### src/rtl/enhance_frame_ctrl.sv
// Two-pass frame sequencer: pass 1 finds the frame peak, pass 2 streams pixels through
// the enhancement datapath with a gain derived from that peak and collects the writes.
module enhance_frame_ctrl #(
  parameter int IMG_W   = 16,
  parameter int IMG_H   = 16,
  parameter int ADDR_W  = 8,
  parameter int TIMEOUT = 64
) (
  input  logic              clk,
  input  logic              rst,
  input  logic              start,
  input  logic              abort,
  output logic              rd_en,
  output logic [ADDR_W-1:0] rd_addr,
  input  logic [7:0]        rd_R,
  input  logic [7:0]        rd_G,
  input  logic [7:0]        rd_B,
  output logic              dp_valid,
  output logic [2:0]        gain_shift,
  input  logic              res_valid,
  output logic              wr_en,
  output logic [ADDR_W-1:0] wr_addr,
  output logic [7:0]        frame_max,
  output logic              busy,
  output logic              done,
  output logic              err
);
  localparam int N  = IMG_W * IMG_H;
  localparam int TW = $clog2(TIMEOUT + 1);
  localparam logic [ADDR_W-1:0] LAST_RD = ADDR_W'(N - 1);
  localparam logic [ADDR_W:0]   LAST_WR = (ADDR_W + 1)'(N - 1);
  localparam logic [TW-1:0]     IDLE_LIM = TW'(TIMEOUT - 1);

  typedef enum logic [2:0] {
    S_IDLE, S_STATS, S_STATS_WAIT, S_CALC, S_ENHANCE, S_DRAIN, S_DONE
  } state_t;

  state_t          state;
  logic            cap;
  logic [ADDR_W:0] wr_cnt;
  logic [TW-1:0]   idle_cnt;
  logic [7:0]      pix_max, new_max;
  logic [2:0]      lzc;

  assign busy    = (state != S_IDLE);
  assign done    = (state == S_DONE);
  assign wr_en   = res_valid && (state == S_ENHANCE || state == S_DRAIN);
  assign wr_addr = wr_cnt[ADDR_W-1:0];

  always_comb begin
    pix_max = rd_R;
    if (rd_G > pix_max) pix_max = rd_G;
    if (rd_B > pix_max) pix_max = rd_B;
    new_max = (pix_max > frame_max) ? pix_max : frame_max;
  end

  // Highest set bit wins; an all-zero peak leaves the gain at 0.
  always_comb begin
    lzc = 3'd0;
    for (int i = 0; i < 8; i++)
      if (frame_max[i]) lzc = 3'(7 - i);
  end

  always_ff @(posedge clk or negedge rst) begin
    if (!rst) begin
      state      <= S_IDLE;
      rd_en      <= 1'b0;
      rd_addr    <= '0;
      cap        <= 1'b0;
      dp_valid   <= 1'b0;
      gain_shift <= 3'd0;
      frame_max  <= 8'd0;
      wr_cnt     <= '0;
      idle_cnt   <= '0;
      err        <= 1'b0;
    end else begin
      cap      <= rd_en && (state == S_STATS) && !abort;
      dp_valid <= rd_en && (state == S_ENHANCE) && !abort;
      if (cap) frame_max <= new_max;

      case (state)
        S_IDLE: if (start) begin
          state      <= S_STATS;
          rd_en      <= 1'b1;
          rd_addr    <= '0;
          frame_max  <= 8'd0;
          gain_shift <= 3'd0;
          wr_cnt     <= '0;
          idle_cnt   <= '0;
          err        <= 1'b0;
        end
        S_STATS: if (rd_addr == LAST_RD) begin
          rd_en   <= 1'b0;
          rd_addr <= '0;
          state   <= S_STATS_WAIT;
        end else rd_addr <= rd_addr + 1'b1;
        S_STATS_WAIT: state <= S_CALC;
        S_CALC: begin
          gain_shift <= lzc;
          rd_en      <= 1'b1;
          rd_addr    <= '0;
          state      <= S_ENHANCE;
        end
        S_ENHANCE: begin
          idle_cnt <= '0;
          if (rd_addr == LAST_RD) begin
            rd_en   <= 1'b0;
            rd_addr <= '0;
            state   <= S_DRAIN;
          end else rd_addr <= rd_addr + 1'b1;
        end
        S_DRAIN:
          if (res_valid) idle_cnt <= '0;
          else if (idle_cnt == IDLE_LIM) begin
            err   <= 1'b1;
            state <= S_IDLE;
          end else idle_cnt <= idle_cnt + 1'b1;
        S_DONE: state <= S_IDLE;
        default: state <= S_IDLE;
      endcase

      // The final write completes the frame even if reads are still in flight.
      if (wr_en) begin
        wr_cnt <= wr_cnt + 1'b1;
        if (wr_cnt == LAST_WR) begin
          state <= S_DONE;
          rd_en <= 1'b0;
        end
      end

      if (abort && state != S_IDLE) begin
        state    <= S_IDLE;
        rd_en    <= 1'b0;
        dp_valid <= 1'b0;
        cap      <= 1'b0;
      end
    end
  end
endmodule

### config.mk
export PLATFORM = sky130hd
export DESIGN_NAME = enhance_frame_ctrl
export DESIGN_NICKNAME = d
export VERILOG_FILES = /design/src/rtl/enhance_frame_ctrl.sv
export SDC_FILE = /design/constraint.sdc
export NUM_CORES = 1
export LEC_CHECK = 0
export BUFFER_PORTS_ARGS = -buffer_cell sky130_fd_sc_hd__buf_2
export CORE_MARGIN = 10
export CORE_UTILIZATION = 45
export CTS_BUF_LIST = sky130_fd_sc_hd__clkbuf_8
export DETAILED_ROUTE_END_ITERATION = 12
export HOLD_SLACK_MARGIN = 0.1
export PLACE_DENSITY = 0.7
export SLEW_MARGIN = 20
export SYNTH_ARGS = -nofsm -noshare
export SYNTH_HDL_FRONTEND = slang
export SYNTH_SLANG_ARGS = --single-unit
### constraint.sdc
create_clock -name clk -period 4.6 [get_ports clk]
set_clock_uncertainty 0.15 [all_clocks]
set_input_delay 0.69 -clock clk [delete_from_list [all_inputs] [get_ports clk]]
set_output_delay 0.69 -clock clk [all_outputs]
set_load 0.02 [all_outputs]
# [Yosys cells after proc, flatten, opt, wreduce, memory -nomap -nowiden]
# Cells that the tools add are included.
[word_totals] regBits=42 wordCells=98
[op_classes] n_addsub=3 n_lt_le_gt_ge=3 n_eq_ne=13 n_mux=47 reduce_logical=22
[op_table] cell="$mux 8" n=8
[op_table] cell="$mux 3" n=17
[op_table] cell="$mux 9" n=3
[op_table] cell="$gt 8x8->1" n=3
[op_table] cell="$pmux 8 s3" n=1
[op_table] cell="$mux 7" n=3
[op_table] cell="$pmux 7 s3" n=1
[op_table] cell="$pmux 3 s6" n=1
[op_table] cell="$mux 1" n=10
[op_table] cell="$add 9x1->9 const B" n=1
[op_table] cell="$eq 3x3->1 const B" n=3
[op_table] cell="$eq 9x8->1 const B" n=1
[op_table] cell="$reduce_bool 3->1" n=3
[op_table] cell="$add 8x1->8 const B" n=1
[op_table] cell="$eq 8x8->1 const B" n=1
[op_table] cell="$reduce_bool 2->1" n=4
[op_table] cell="$add 7x1->7 const B" n=1
[op_table] cell="$eq 7x6->1 const B" n=1
[op_table] cell="$eq 3x2->1 const B" n=2
[op_table] cell="$logic_and 1x1->1" n=6
[op_table] cell="$pmux 3 s2" n=1
[op_table] cell="$reduce_and 2->1" n=3
[op_table] cell="$ne 2x2->1 const B" n=2
[op_table] cell="$reduce_and 4->1" n=1
[op_table] cell="other kinds (10)" n=10

# [Depth between registers and ports, before layout]
# Gate-level depths: netlist of run 1.
[depth] word_depth=9 mapped_depth=24

# [Worst setup path after synthesis of run 1]
# Ideal clock, no wire load.
[synth_path] kind="input-to-reg" from="input port rd_R[1]" to="register frame_max[1]" setup_time_ps=126 arrival_time_ps=4803 path_slack_ps=-479 path_stages=23 n_path_buf=2 path_cell_list="inv_1 -> ha_1 -> nor2b_1 -> o211ai_1 -> a21oi_1 -> o22ai_2 -> mux2_2 -> inv_1 -> ha_1 -> nor2b_1 -> o211ai_1 -> a21oi_1 -> o31ai_4 -> buf_2 -> a21oi_1 -> ha_1 -> nor2b_1 -> o211ai_1 -> a211oi_4 -> o21ai_4 -> nor2b_2 -> buf_6 -> a221o_1"
[synth_via] elab_chain_len=9
[synth_lines] element="from (decl)" line_no="15" text="input logic [7:0] rd_R,"
[synth_lines] element="$gt 8x8->1" line_no="52" text="if (rd_G > pix_max) pix_max = rd_G;"
[synth_lines] element="$mux 8 *" line_no="52"
[synth_lines] element="$gt 8x8->1" line_no="53" text="if (rd_B > pix_max) pix_max = rd_B;"
[synth_lines] element="$mux 8 *" line_no="53"
[synth_lines] element="$gt 8x8->1" line_no="54" text="new_max = (pix_max > frame_max) ? pix_max : frame_max;"
[synth_lines] element="$mux 8 *" line_no="54"
[synth_lines] element="$mux 8 *" line_no="79" text="if (cap) frame_max <= new_max;"
[synth_lines] element="$mux 8" line_no="82" text="S_IDLE: if (start) begin"
[synth_lines] element="$mux 8 *" line_no="81" text="case (state)"
[synth_lines] element="to (signal assigned)" line_no="79"
[synth_lines] element="to (decl)" line_no="23" text="output logic [7:0] frame_max,"
# Every way passes the cells marked *; elsewhere a longest branch is shown, timed or not.
# A chain may end at the register's enable or synchronous reset.

# [Worst setup path after layout of run 1]
[layout_path] from="input port rd_R[1]" to="register frame_max[4]"
# The elaborated chain is that of the path after synthesis.

==> impl_metrics.ini, run 1 <==
[timing]
period_needed_ps = 4787
drv_slew = 0
tightestPinTransition_ps = 920.7
hold_viol = 0
timing.final.crit_share = 1.041
fmax_mhz = 208.9
rsz0062_at_grt = yes
setup_violations = 8
slew_headroom = 0.3862
layout_setup_ws_ps = -187.4

[cts]
cts_max_path_buffers = 2
h-tree-depth = 2
hold_buffers = 0
clockRootBuffer = clkbuf_8
clk_latency_ps = 290
path_clk_slew_ps = 80
cts_sinks = 42
cts_tree = built
cts-buffers-inserted = 5

[pwr]
p_leak_nw = 1.901
vdd_drop_max_mv = 0.1334
power_mw = 1.509
cellPowerDensity_nw_per_um2 = 376.2

[placement]
gp_congestion = 0.8195
dp_cells = 499
place_area_um2 = 3647
dpl.hpwl_um = 6191
port_buffers = 61

[synth]
yosys_warnings = 0
syn_area_per_cell_um2 = 8.937
ys.flop_type = dfrtp_1
ys_seq_elements = 42
synth.distinct_cells = 58
synth-edff-count = 0
async_flop_share = 1.000
syn-cell-area_um2 = 3074
syn-num-nets = 401
ys_seq_area_frac = 0.3419
synth_cells = 344

[route]
vias_per_cell = 5.731
ant_nets = 0
drt-total-wl_um = 8162
drt-pass1-iter-count = 4
routedWlPerCell_um = 15.91
drc_errors = 0
vias = 2940
drt_iter0_markers = 157

[critical_path]
cp.arrival_ps = 4800
cp-end-kind = flip-flop
cp.required_ps = 4620
worstSetupPathType = in -> reg
critPathLaunchType = input pin
crit_fanout = 7

[min_path]
hold_class = reg -> reg

[global_routing]
antenna_found_initial = 0
grt_pass1_wl_um = 13390
top_usage_layer = met2
use_met1 = 0.2007
grt_use_total = 0.1543
grtUsageMet2 = 0.2507
grt_max_degree = 43
grt_overflow_total = 0
grt_pass1_vias = 2837
use_met3 = 0.03217

[final_layout]
final_cell_area_um2 = 4013
final_common_cell = buf_2
final_cell_mix = buf_2 (52), dfrtp_1 (42), buf_4 (37)
drive_gt1_frac = 0.3557
seqCellArea_um2 = 1051
fillerInstances = 597
nets = 490
multi_input_area_um2 = 1957
fin_cells = 513
num_antenna_cells = 0
area_growth_pct = 30.53

[flow_run]
drv_cap = 0

[die]
die_h_um = 102.7
coreArea_um2 = 6719
rows = 30
start_util = 0.4575
dieArea_um2 = 10540
die_w_um = 102.7
num_io_pins = 62

[run_status]
status = finished, violations left
violations = negative setup slack
[synth_stat cells (all sizes together), types with 5 or more instances]
master	number	area share
nand4	12	0.026
nand3	8	0.013
or3	5	0.012
nor4	8	0.016
a21oi	30	0.050
nor2b	5	0.011
dfrtp	42	0.34
o211ai	5	0.012
mux2	8	0.029
o31ai	6	0.019
nand2b	6	0.015
inv	29	0.035
o21ai	25	0.044
a221o	8	0.026
nor3	9	0.015
buf	14	0.033
nand2	25	0.031
nor2	25	0.031
ha	28	0.11
[worst max-delay path, stage by stage]
cell and delay (ps):
buf_8 100, inv_6 40, ha_4 190, nor2b_1 120
o211ai_1 190, a21oi_2 110, o22ai_4 200, buf_4 170
mux2_2 340, ha_1 210, nor2b_4 100, o211ai_1 120
a21oi_2 200, o31ai_4 80, buf_6 140, buf_4 140
nor2_1 150, a21oi_2 60, ha_1 320, nand4_1 140
o21ai_1 190, a21oi_2 80, o21ai_4 170, nor2b_4 70
buf_6 120, a221o_1 360
[cells by family after synthesis]
kind of cell / Yosys count / share of synthesized area
AOI/OAI and AO/OA: 100 / 0.2226
xor gates and xnor gates: 5 / 0.01424
adders and majority gates: 28 / 0.1140
buffers and inverters: 47 / 0.07325
DFF: 42 / 0.3419
muxes: 11 / 0.04314
and+or+nand+nor: 111 / 0.1909
[final cells by class]
cell class,instances,area share
multi-input combinational,255,0.4877
sequential,42,0.2619
inverter,29,0.02962
timing repair buffer,100,0.1678
tap,80,0.02495
clock buffer,6,0.02058
clock inverter,1,0.007484
[routing by layer]
layer  part of all wire  vias to the layer above  routed length, µm
met2               0.49                       91               3959
li1                   -                     1441                  -
met1               0.43                     1397               3486
met5                  0                        -                  0
met3              0.073                       11                595
met4              0.015                        0                121
[flip-flops by register name, indices dropped and copies added (netlist names)]
register and count:
cap 1, dp_valid 1, err 1, frame_max 8, gain_shift 3, idle_cnt 7, rd_addr 8, rd_en 1
state 3, wr_cnt 9
[report_power, final]
group          total (mW)  switching (mW)  internal [mW]
clock network       0.298           0.124          0.174
registers           0.495          0.0796          0.415
logic               0.717           0.383          0.334
total                1.51           0.587          0.923
[stage by stage]
step / util / hold WS, ps / setup slack (ps) / TNS (ps)
floorplan: - / 244.4 / -368.1 / -2945
global placement: 0.5428 / 312.8 / -799.8 / -6206
detailed placement: 0.5428 / 325.2 / -843.6 / -6522
CTS: 0.5769 / 344.1 / -126.8 / -785.4
global route: 0.5972 / 370.0 / -419.2 / -3095
finish: 0.5972 / 330.9 / -187.4 / -1253
[final timing paths]
| kind | cells after the start | endpoint | from | slack [ps] |
|---|---|---|---|---|
| min in group asynchronous | 1 | wr_cnt[4] | rst | 380 |
| min reg2reg | 2 | gain_shift[2] | gain_shift[2] | 330 |
| min | 2 | gain_shift[2] | gain_shift[2] | 330 |
| max in group asynchronous | 1 | frame_max[7] | rst | 3340 |
| max | 26 | frame_max[4] | rd_R[1] | -190 |
| max reg2reg | 9 | frame_max[4] | frame_max[1] | 2250 |
[repair_timing]
| item | CTS | global route |
|---|---|---|
| setup endpoints to repair | 8 | 8 |
| resized for setup | 18 | 31 |
| pin swaps | 17 | 3 |
| buffers inserted | 7 | 0 |
No activity file was read; power rests on OpenSTA's default activity.
==> run 2, diff against run 1 <==
Settings changed: PLACE_DENSITY 0.7 to 0.74.
==> run 2 against run 1 <==
Against the previous run: the run still ends with negative setup slack left; flip-flop and latch count unchanged; die area unchanged; clock-buffer cell count unchanged; final cell count is 1.6% lower; first-iteration DRC count down 8.9%; maximum frequency up 3.4%; worst setup slack better by 160 ps; hold slack got worse by 3.3 ps; largest cell class unchanged.
==> impl_metrics.ini, run 2 (synthesis results as in run 1) <==
[die]
die_w_um = 102.7
rows = 30
dieArea_um2 = 10540
coreArea_um2 = 6719
die_h_um = 102.7
start_util = 0.4575
num_io_pins = 62

[timing]
setup_violations = 6
hold_viol = 0
hold_slack_ps = 327.6
final.setup.tns_ps = -102.3
tightestPinTransition_ps = 907.7
period_needed_ps = 4631
slew_headroom = 0.3948
fmax_mhz = 215.9
timing.final.crit_share = 1.007
drv_slew = 0
rsz0062_at_grt = yes
layout_setup_ws_ps = -31.32

[route]
drt-total-wl_um = 7812
drc_errors = 0
vias_per_cell = 5.679
drt_iter0_markers = 143
vias = 2868
ant_nets = 0
drt-pass1-iter-count = 4
routedWlPerCell_um = 15.47

[critical_path]
r2r_cells = 8
worstSetupPathType = in -> reg
rr_endpoint = frame_max[3]
crit_buf_inv = 5
cp_top_family = compound AO/OA/AOI/OAI gates
cp.required_ps = 4630
cp-end-kind = flip-flop
cp.arrival_ps = 4660
crit_start = rd_R[1]
cp_slowest_cell = a221o_1
critPathLaunchType = input pin
rrSetupSlack_ps = 2220
slowest_delay_ps = 360
r2r_start = frame_max[1]
crit_fanout = 8

[final_layout]
drive_gt1_frac = 0.3412
final_cell_mix = buf_2 (59), dfrtp_1 (42), buf_4 (27)
nets = 481
num_antenna_cells = 0
top_regs = wr_cnt (9), frame_max (8), rd_addr (8)
final_common_cell = buf_2
regMostFlops = wr_cnt
area_growth_pct = 26.62
largest_reg_flops = 9

[cts]
cts_tree = built
cts-buffers-inserted = 5
clk_latency_ps = 300
cts_sinks = 42
cts_max_path_buffers = 2
path_clk_slew_ps = 80
hold_buffers = 0
h-tree-depth = 2
clockRootBuffer = clkbuf_8

[global_routing]
use_met1 = 0.1794
grt_pass1_vias = 2810
grt_pass1_wl_um = 12840
grt_overflow_total = 0
top_usage_layer = met2
use_met3 = 0.04088
grt_max_degree = 43
grt_use_total = 0.1493
antenna_found_initial = 0
grtUsageMet2 = 0.2483

[pwr]
power_mw = 1.430
vdd_drop_max_mv = 0.1354
cellPowerDensity_nw_per_um2 = 367.4
p_leak_nw = 1.851

[min_path]
min_path_cells = 2
whs_endpoint = gain_shift[0]
hp-start = gain_shift[0]
hold_class = reg -> reg

[placement]
port_buffers = 61
gp_congestion = 0.8479
place_ws_ps = -519.1
dpl.hpwl_um = 6017

[run_status]
violations = negative setup slack
status = finished, violations left

[flow_run]
drv_cap = 0
run 2: cell type report:
type,count,area [µm²]
tap,80,100.1
clock buffer,6,82.58
clock inverter,2,8.758
inverter,29,116.4
multi-input combinational,255,1976
fill,588,2826
sequential,42,1051
timing repair buffer,91,558.0
run 2: worst min-delay path: stages, from the launching register on:
cell,delay (ps)
dfrtp_1,340
nand2_1,50
o31ai_1,50
run 2: stage by stage:
stage          instances    util  cell area (µm²)
6_report             505  0.5793             3892
5_1_grt              505  0.5793             3892
4_1_cts              504  0.5693             3825
3_5_place_dp         491  0.5339             3587
3_3_place_gp         491  0.5339             3587
2_1_floorplan        344       -             3124
run 2: how the worst max path moves through the flow:
stage / slack, ps / cells after the start / endpoint
after floorplan: -370 / 22 / frame_max[1]
after global placement: -390 / 25 / frame_max[6]
after detailed placement: -520 / 25 / frame_max[6]
after CTS: -0.02 / 25 / frame_max[3]
after global routing: -240 / 24 / frame_max[3]
final: -30 / 25 / frame_max[3]
run 2: what timing repair did:
item                                    in CTS  in global routing
endpoints found under the setup margin       8                  8
setup buffers                                5                  1
pin swaps                                   16                 12
gates resized for setup                     24                 10
run 2: layer usage:
metal,vias to the layer above,wire [µm]
met3,11,478
met5,-,0
met2,78,3720
met4,0,143
met1,1360,3469
li1,1419,-
run 2: report_power, final:
group	internal, mW	leakage [nW]	total [mW]	switching (mW)
combinational	0.313	1.22	0.689	0.375
sequential	0.415	0.575	0.496	0.0803
clock	0.119	0.0524	0.246	0.127
total	0.848	1.85	1.43	0.583
